--- config.mk ---
export PLATFORM = sky130hd
export DESIGN_NAME = fetch_stage
export DESIGN_NICKNAME = d
export VERILOG_FILES = /design/src/rtl/fetch_stage.sv
export SDC_FILE = /design/constraint.sdc
export NUM_CORES = 1
export LEC_CHECK = 0
export CAP_MARGIN = 20
export CORE_UTILIZATION = 28
export DETAILED_ROUTE_END_ITERATION = 8
export GPL_TIMING_DRIVEN = 0
export PLACE_DENSITY = 0.48
export SYNTH_ARGS = -nofsm -noshare
export SYNTH_HDL_FRONTEND = slang
export SYNTH_SLANG_ARGS = --single-unit
--- constraint.sdc ---
create_clock -name clk -period 3.3 [get_ports clk]
set_input_delay 0.495 -clock clk [delete_from_list [all_inputs] [get_ports clk]]
set_output_delay 0.495 -clock clk [all_outputs]
set_load 0.02 [all_outputs]
--- src/rtl/fetch_stage.sv ---
// fetch_stage: instruction fetch with IF/ID pipeline register.
//
// Issues word-aligned requests to instruction memory over a req/ready
// handshake and presents fetched instructions on the IF/ID register.
// One returning instruction can be parked in a skid buffer while decode
// stalls. A redirect squashes the current fetch. If a request is still
// outstanding, its response is discarded in the DROP state.
//
// Optional feature: define FETCH_PERF_CNT_EN to build the bubble counter.
// Without it, fetch_bubbles is tied to zero.
//
// Ports:
//   clk, rst_n             clock (rising edge), async active-low reset
//   imem_req, imem_addr    fetch request / word address (out)
//   imem_ready, imem_rdata response strobe / instruction (in)
//   stall                  decode cannot accept; IF/ID holds
//   redirect, redirect_pc  taken branch/jump pulse and target
//   ifid_valid, ifid_pc, ifid_pc_plus4, ifid_instr   IF/ID register
//   fetch_bubbles          count of bubble cycles (optional)
//
// state | meaning
// ------+--------------------------------------------------------------
// IDLE  | reset state; moves to FETCH on the next edge
// FETCH | request outstanding to pc_q
// SKID  | one instruction buffered for stalled decode; no request
// DROP  | request outstanding whose response will be discarded
module fetch_stage #(
  parameter int                    DATA_WIDTH = 32,
  parameter logic [DATA_WIDTH-1:0] RESET_PC   = '0
) (
  input  logic                  clk,
  input  logic                  rst_n,
  output logic                  imem_req,
  output logic [DATA_WIDTH-1:0] imem_addr,
  input  logic                  imem_ready,
  input  logic [DATA_WIDTH-1:0] imem_rdata,
  input  logic                  stall,
  input  logic                  redirect,
  input  logic [DATA_WIDTH-1:0] redirect_pc,
  output logic                  ifid_valid,
  output logic [DATA_WIDTH-1:0] ifid_pc,
  output logic [DATA_WIDTH-1:0] ifid_pc_plus4,
  output logic [DATA_WIDTH-1:0] ifid_instr,
  output logic [31:0]           fetch_bubbles
);

  typedef enum logic [1:0] {
    S_IDLE  = 2'd0,
    S_FETCH = 2'd1,
    S_SKID  = 2'd2,
    S_DROP  = 2'd3
  } state_t;

  localparam logic [DATA_WIDTH-1:0] PC_STEP = DATA_WIDTH'(4);

  state_t                state_q, state_d;
  logic [DATA_WIDTH-1:0] pc_q, pc_d;
  logic [DATA_WIDTH-1:0] drop_addr_q, drop_addr_d;
  logic [DATA_WIDTH-1:0] skid_pc_q, skid_pc_d;
  logic [DATA_WIDTH-1:0] skid_instr_q, skid_instr_d;
  logic                  ifid_valid_d;
  logic [DATA_WIDTH-1:0] ifid_pc_d, ifid_pc_plus4_d, ifid_instr_d;
  logic [DATA_WIDTH-1:0] redirect_target;

  // The low target bits are forced to zero, so they are never read.
  logic unused_redirect_lsbs;
  assign unused_redirect_lsbs = ^redirect_pc[1:0];
  assign redirect_target      = {redirect_pc[DATA_WIDTH-1:2], 2'b00};

  // DROP keeps presenting the abandoned address, so the memory sees a
  // stable request even though pc_q already points at the new target.
  assign imem_req  = (state_q == S_FETCH) || (state_q == S_DROP);
  assign imem_addr = (state_q == S_DROP) ? drop_addr_q : pc_q;

  always_ff @(posedge clk or negedge rst_n) begin
    if (!rst_n) begin
      state_q       <= S_IDLE;
      pc_q          <= RESET_PC;
      drop_addr_q   <= RESET_PC;
      skid_pc_q     <= '0;
      skid_instr_q  <= '0;
      ifid_valid    <= 1'b0;
      ifid_pc       <= '0;
      ifid_pc_plus4 <= '0;
      ifid_instr    <= '0;
    end else begin
      state_q       <= state_d;
      pc_q          <= pc_d;
      drop_addr_q   <= drop_addr_d;
      skid_pc_q     <= skid_pc_d;
      skid_instr_q  <= skid_instr_d;
      ifid_valid    <= ifid_valid_d;
      ifid_pc       <= ifid_pc_d;
      ifid_pc_plus4 <= ifid_pc_plus4_d;
      ifid_instr    <= ifid_instr_d;
    end
  end

  always_comb begin
    state_d         = state_q;
    pc_d            = pc_q;
    drop_addr_d     = drop_addr_q;
    skid_pc_d       = skid_pc_q;
    skid_instr_d    = skid_instr_q;
    ifid_valid_d    = ifid_valid;
    ifid_pc_d       = ifid_pc;
    ifid_pc_plus4_d = ifid_pc_plus4;
    ifid_instr_d    = ifid_instr;

    case (state_q)
      S_IDLE: state_d = S_FETCH;
      S_FETCH: begin
        if (imem_ready) begin
          pc_d = pc_q + PC_STEP;
          if (stall) begin
            skid_pc_d    = pc_q;
            skid_instr_d = imem_rdata;
            state_d      = S_SKID;
          end else begin
            ifid_valid_d    = 1'b1;
            ifid_pc_d       = pc_q;
            ifid_pc_plus4_d = pc_q + PC_STEP;
            ifid_instr_d    = imem_rdata;
          end
        end else if (!stall) begin
          ifid_valid_d = 1'b0;
        end
      end
      S_SKID: begin
        if (!stall) begin
          ifid_valid_d    = 1'b1;
          ifid_pc_d       = skid_pc_q;
          ifid_pc_plus4_d = skid_pc_q + PC_STEP;
          ifid_instr_d    = skid_instr_q;
          state_d         = S_FETCH;
        end
      end
      S_DROP: begin
        if (imem_ready) state_d = S_FETCH;
      end
      default: state_d = S_IDLE;
    endcase

    // Redirect overrides everything above. An unanswered request must
    // still be drained. A redirect that arrives while draining keeps
    // waiting, unless the drained response lands in the same cycle.
    if (redirect) begin
      pc_d         = redirect_target;
      ifid_valid_d = 1'b0;
      skid_pc_d    = '0;
      skid_instr_d = '0;
      if ((state_q == S_FETCH || state_q == S_DROP) && !imem_ready) begin
        state_d = S_DROP;
        if (state_q == S_FETCH) drop_addr_d = pc_q;
      end else begin
        state_d = S_FETCH;
      end
    end
  end

`ifdef FETCH_PERF_CNT_EN
  logic [31:0] bubbles_q;

  always_ff @(posedge clk or negedge rst_n) begin
    if (!rst_n)                       bubbles_q <= '0;
    else if (!stall && !ifid_valid_d) bubbles_q <= bubbles_q + 32'd1;
  end

  assign fetch_bubbles = bubbles_q;
`else
  assign fetch_bubbles = '0;
`endif

endmodule

==> run_results.csv <==
group,metric,value,unit
status,outcome,"finished, final reports clean",
die,rows,72,
global_route,grt_pass1_vias,9472,
power,comb_power_share,28.1,%
placement,pre_cts_ws,0.02294,ns
sta,rsz0062_at_grt,"false",
placement,gp_congestion,0.8320,
worst_hold_path,hold-path-cell-count,2,
clock_tree,cts-htree-levels,1,
route,antenna_left,0,
die,die_area,0.04031,sq mm
placement,io_buffers,193,
sta,period_share,96.35,%
sta,clock.fmax,0.3145,GHz
sta,hold_slack,0.4826,ns
die,die_w,200.8,um
sta,setup_slack,0.1204,ns
logic_synthesis,synthCells,1191,
logic_synthesis,synth_top_area_cell,"dfrtp_1",
logic_synthesis,async_reset_ff_share,100.0,%
logic_synthesis,avgSynthCellArea,9.289,sq um
logic_synthesis,synthesis.area,0.01106,sq mm
setup_path,arrival,2.68,ns
sta,relSlewSlack,31.33,%
logic_synthesis,synth_cell_type_count,56,
route,firstDrtPassIters,5,
power,p_sw_share,32.02,%
logic_synthesis,synth_edf_count,0,
logic_synthesis,synth.most_common_cell,"nand2_1",
setup_path,timing.rr.start,"pc_q[2]$_DFFE_PN0P_",
logic_synthesis,ys_ff_latch,219,
setup_path,r2r-end,"pc_q[24]$_DFFE_PN0P_",
sta,setup_violations,0,
die,coreArea,0.03883,sq mm
placement,place_inst,1939,
setup_path,reg2reg_depth,7,
route,wl_met2,17.85,mm
route,drc,0,
power,cellPowerDensity,609.5,mW/mm^2
sta,finalCriticalPeriod,3.180,ns
sta,worst_slew_pin_slew,1.026,ns
logic_synthesis,synthFlopType,"dfrtp_1",
power,seq_power_share,39.0,%
global_route,track_usage,19.21,%
route,topRoutingLayerUsed,"met5",
clock_tree,clock_path_buffers,3,
final_layout,area_growth,33.22,%
logic_synthesis,ys_top_cells_by_count,"nand2_1, dfrtp_1, nor2_1",
route,dr_wl_met3,2.127,mm
clock_tree,cts.clk_slew.worst_paths,0.06,ns
setup_path,reg2reg_slack,0.45,ns
clock_tree,cts.sinks,219,
final_layout,n_antenna_cell,0,
logic_synthesis,synth_seq_area_share,49.54,%
job,cap_viol_max_count,0,
setup_path,cp.required,2.80,ns
route,drt-total-wl,39.13,mm
final_layout,drive_above_1_share,11.92,%
placement,hpwlAfterDp,27.95,mm
power,p_leak,6.065,nW
route,drtIter0Drc,600,
global_route,grt_pass1_wl,59.99,mm
global_route,grt-ovfl-total,0,
final_layout,utilization,37.96,%
setup_path,cp-end-kind,"primary output",
sta,hold_violations,0,
clock_tree,clk_latency,0.54,ns
setup_path,path_max_fanout,10,
clock_tree,cts-buffers-inserted,27,
route,num_vias,9728,
route,met1_length,18.17,mm
clock_tree,postCtsSetupRepairBufs,0,
power,internal_power,6.107,mW
global_route,grt_max_degree,87,
route,routed_via_density,4.898,
die,dieHeight,200.8,um
clock_tree,cts-root-buf,"clkbuf_16",
power,power_switching,2.877,mW
logic_synthesis,synth_top_area_share,49.54,%
die,start_util,28.49,%
final_layout,instances_no_fill,1986,
setup_path,criticalPathCategory,"flop to primary output",
logic_synthesis,synthesis.yosys.warnings,0,
power,total_power,8.983,mW
die,ios,231,
global_route,antenna_found_initial,1,
worst_hold_path,min_path_type,"flop to flop",
setup_path,cp-start-kind,"flop",
clock_tree,cts_tree,"yes",
final_layout,nets,1522,
power,p_clk_share,32.9,%
route,wl_per_cell,19.70,um
logic_synthesis,synthTopCellsByArea,"dfrtp_1, nand2_1, mux2_2",
sta,slew_violations,0,
worst_hold_path,min_to,"ifid_pc_plus4[2]$_DFFE_PN0P_",
worst_hold_path,worstHoldStart,"ifid_pc_plus4[2]$_DFFE_PN0P_",
sta,fin_skew,0.01342,ns
power,ir_drop,0.3982,mV
[critical path: stages, from the launching register on]
cell             delay, ns
dfrtp_1               0.33
clkbuf_1              0.36
nand2_2               0.25
clkbuf_2              0.30
mux2_2                0.29
clkdlybuf4s50_1       0.60
[per-layer routing]
metal	track usage, %	vias to the layer above
li1	-	4572
met5	0	-
met4	4.935	2
met1	27.55	4744
met2	30.27	354
met3	2.695	56
[power by group through the flow]
stage / clock network [mW] / registers (mW) / logic [mW]
2_1_floorplan: 0 / 3.80 / 1.01
3_3_place_gp: 0 / 3.55 / 2.52
3_5_place_dp: 0 / 3.55 / 2.54
4_1_cts: 3.03 / 3.51 / 2.56
5_1_grt: 3.10 / 3.57 / 2.72
6_report: 2.96 / 3.50 / 2.53
[cell type report]
class	instances	area [sq um]
clock buffer	41	788.3
inverter	6	22.52
sequential	219	5480
tap	518	648.1
buffer	142	705.7
timing repair buffer	198	2012
clock inverter	5	78.83
multi-input combinational	857	5002
fill	3974	24090
[worst max-delay path by stage]
| stage | from | end | slack, ns | cells after the start |
|---|---|---|---|---|
| after floorplan | pc_q[2]$_DFFE_PN0P_ | ifid_pc_plus4[24]$_DFFE_PN0P_ | 1.22 | 6 |
| after global placement | rst_n | drop_addr_q[18]$_DFFE_PN0P_ | -8.34 | 1 |
| after detailed placement | imem_ready | skid_instr_q[24]$_DFFE_PN0P_ | 0.02 | 7 |
| after CTS | state_q[0]$_DFFE_PN0P_ | imem_addr[17] | 0.05 | 5 |
| after global routing | state_q[0]$_DFFE_PN0P_ | imem_addr[17] | 0.04 | 5 |
| final | state_q[0]$_DFFE_PN0P_ | imem_addr[26] | 0.12 | 5 |
[registers in the layout, summed over array words and instances, names as in the netlist]
| signal | flops |
|---|---|
| pc_q | 30 |
| skid_instr_q | 32 |
| ifid_pc | 31 |
| ifid_pc_plus4 | 30 |
| drop_addr_q | 30 |
| state_q | 2 |
| ifid_instr | 32 |
| skid_pc_q | 31 |
| ifid_valid | 1 |
[timing repair]
action                                 in CTS  in global routing
pin swaps                                   0                  0
setup endpoints to repair                  30                 30
hold buffers                                1                  0
gates cloned                                0                  0
endpoints found under the hold margin      73                  0
gates resized for setup                     3                  1
[cell families after synthesis]
kind of cell,count (synthesis),synth area share [%]
compound gates,219,12.87
xor+xnor,73,5.779
fa+ha+maj,2,0.2262
buf+inv,148,6.548
flops,219,49.54
mux,64,6.469
other cells,1,0.03390
simple gates,465,18.54
[cells in the final DEF, fill, tap and decap left out, drive strengths merged, types with 3 or more instances in the layout]
cell type and count:
xor2 48, xnor2 25, a31oi 65, nor2 84, conb 34, nor4 12
nand2 262, dfrtp 219, a22o 34, clkdlybuf4s50 192, o21ai 74, nor2b 3
and4 6, buf 66, nand4 27, a211oi 3, clkbuf 122, or4 4
nor3b 3, and2 4, o211ai 5, nand2b 3, inv 7, o221ai 7
a221o 3, mux2i 4, a22oi 4, nand3 36, a21oi 9, o31ai 4
nor3 12, mux2 60, or3 3
[metrics by stage]
stage / setup TNS, ns / area (sq um)
after floorplan: 0 / 11190
after global placement: -1831.03 / 13770
after detailed placement: 0 / 13850
after CTS: 0 / 14740
after global routing: 0 / 14740
final: 0 / 14740
No activity file was read; power rests on OpenSTA's default activity.
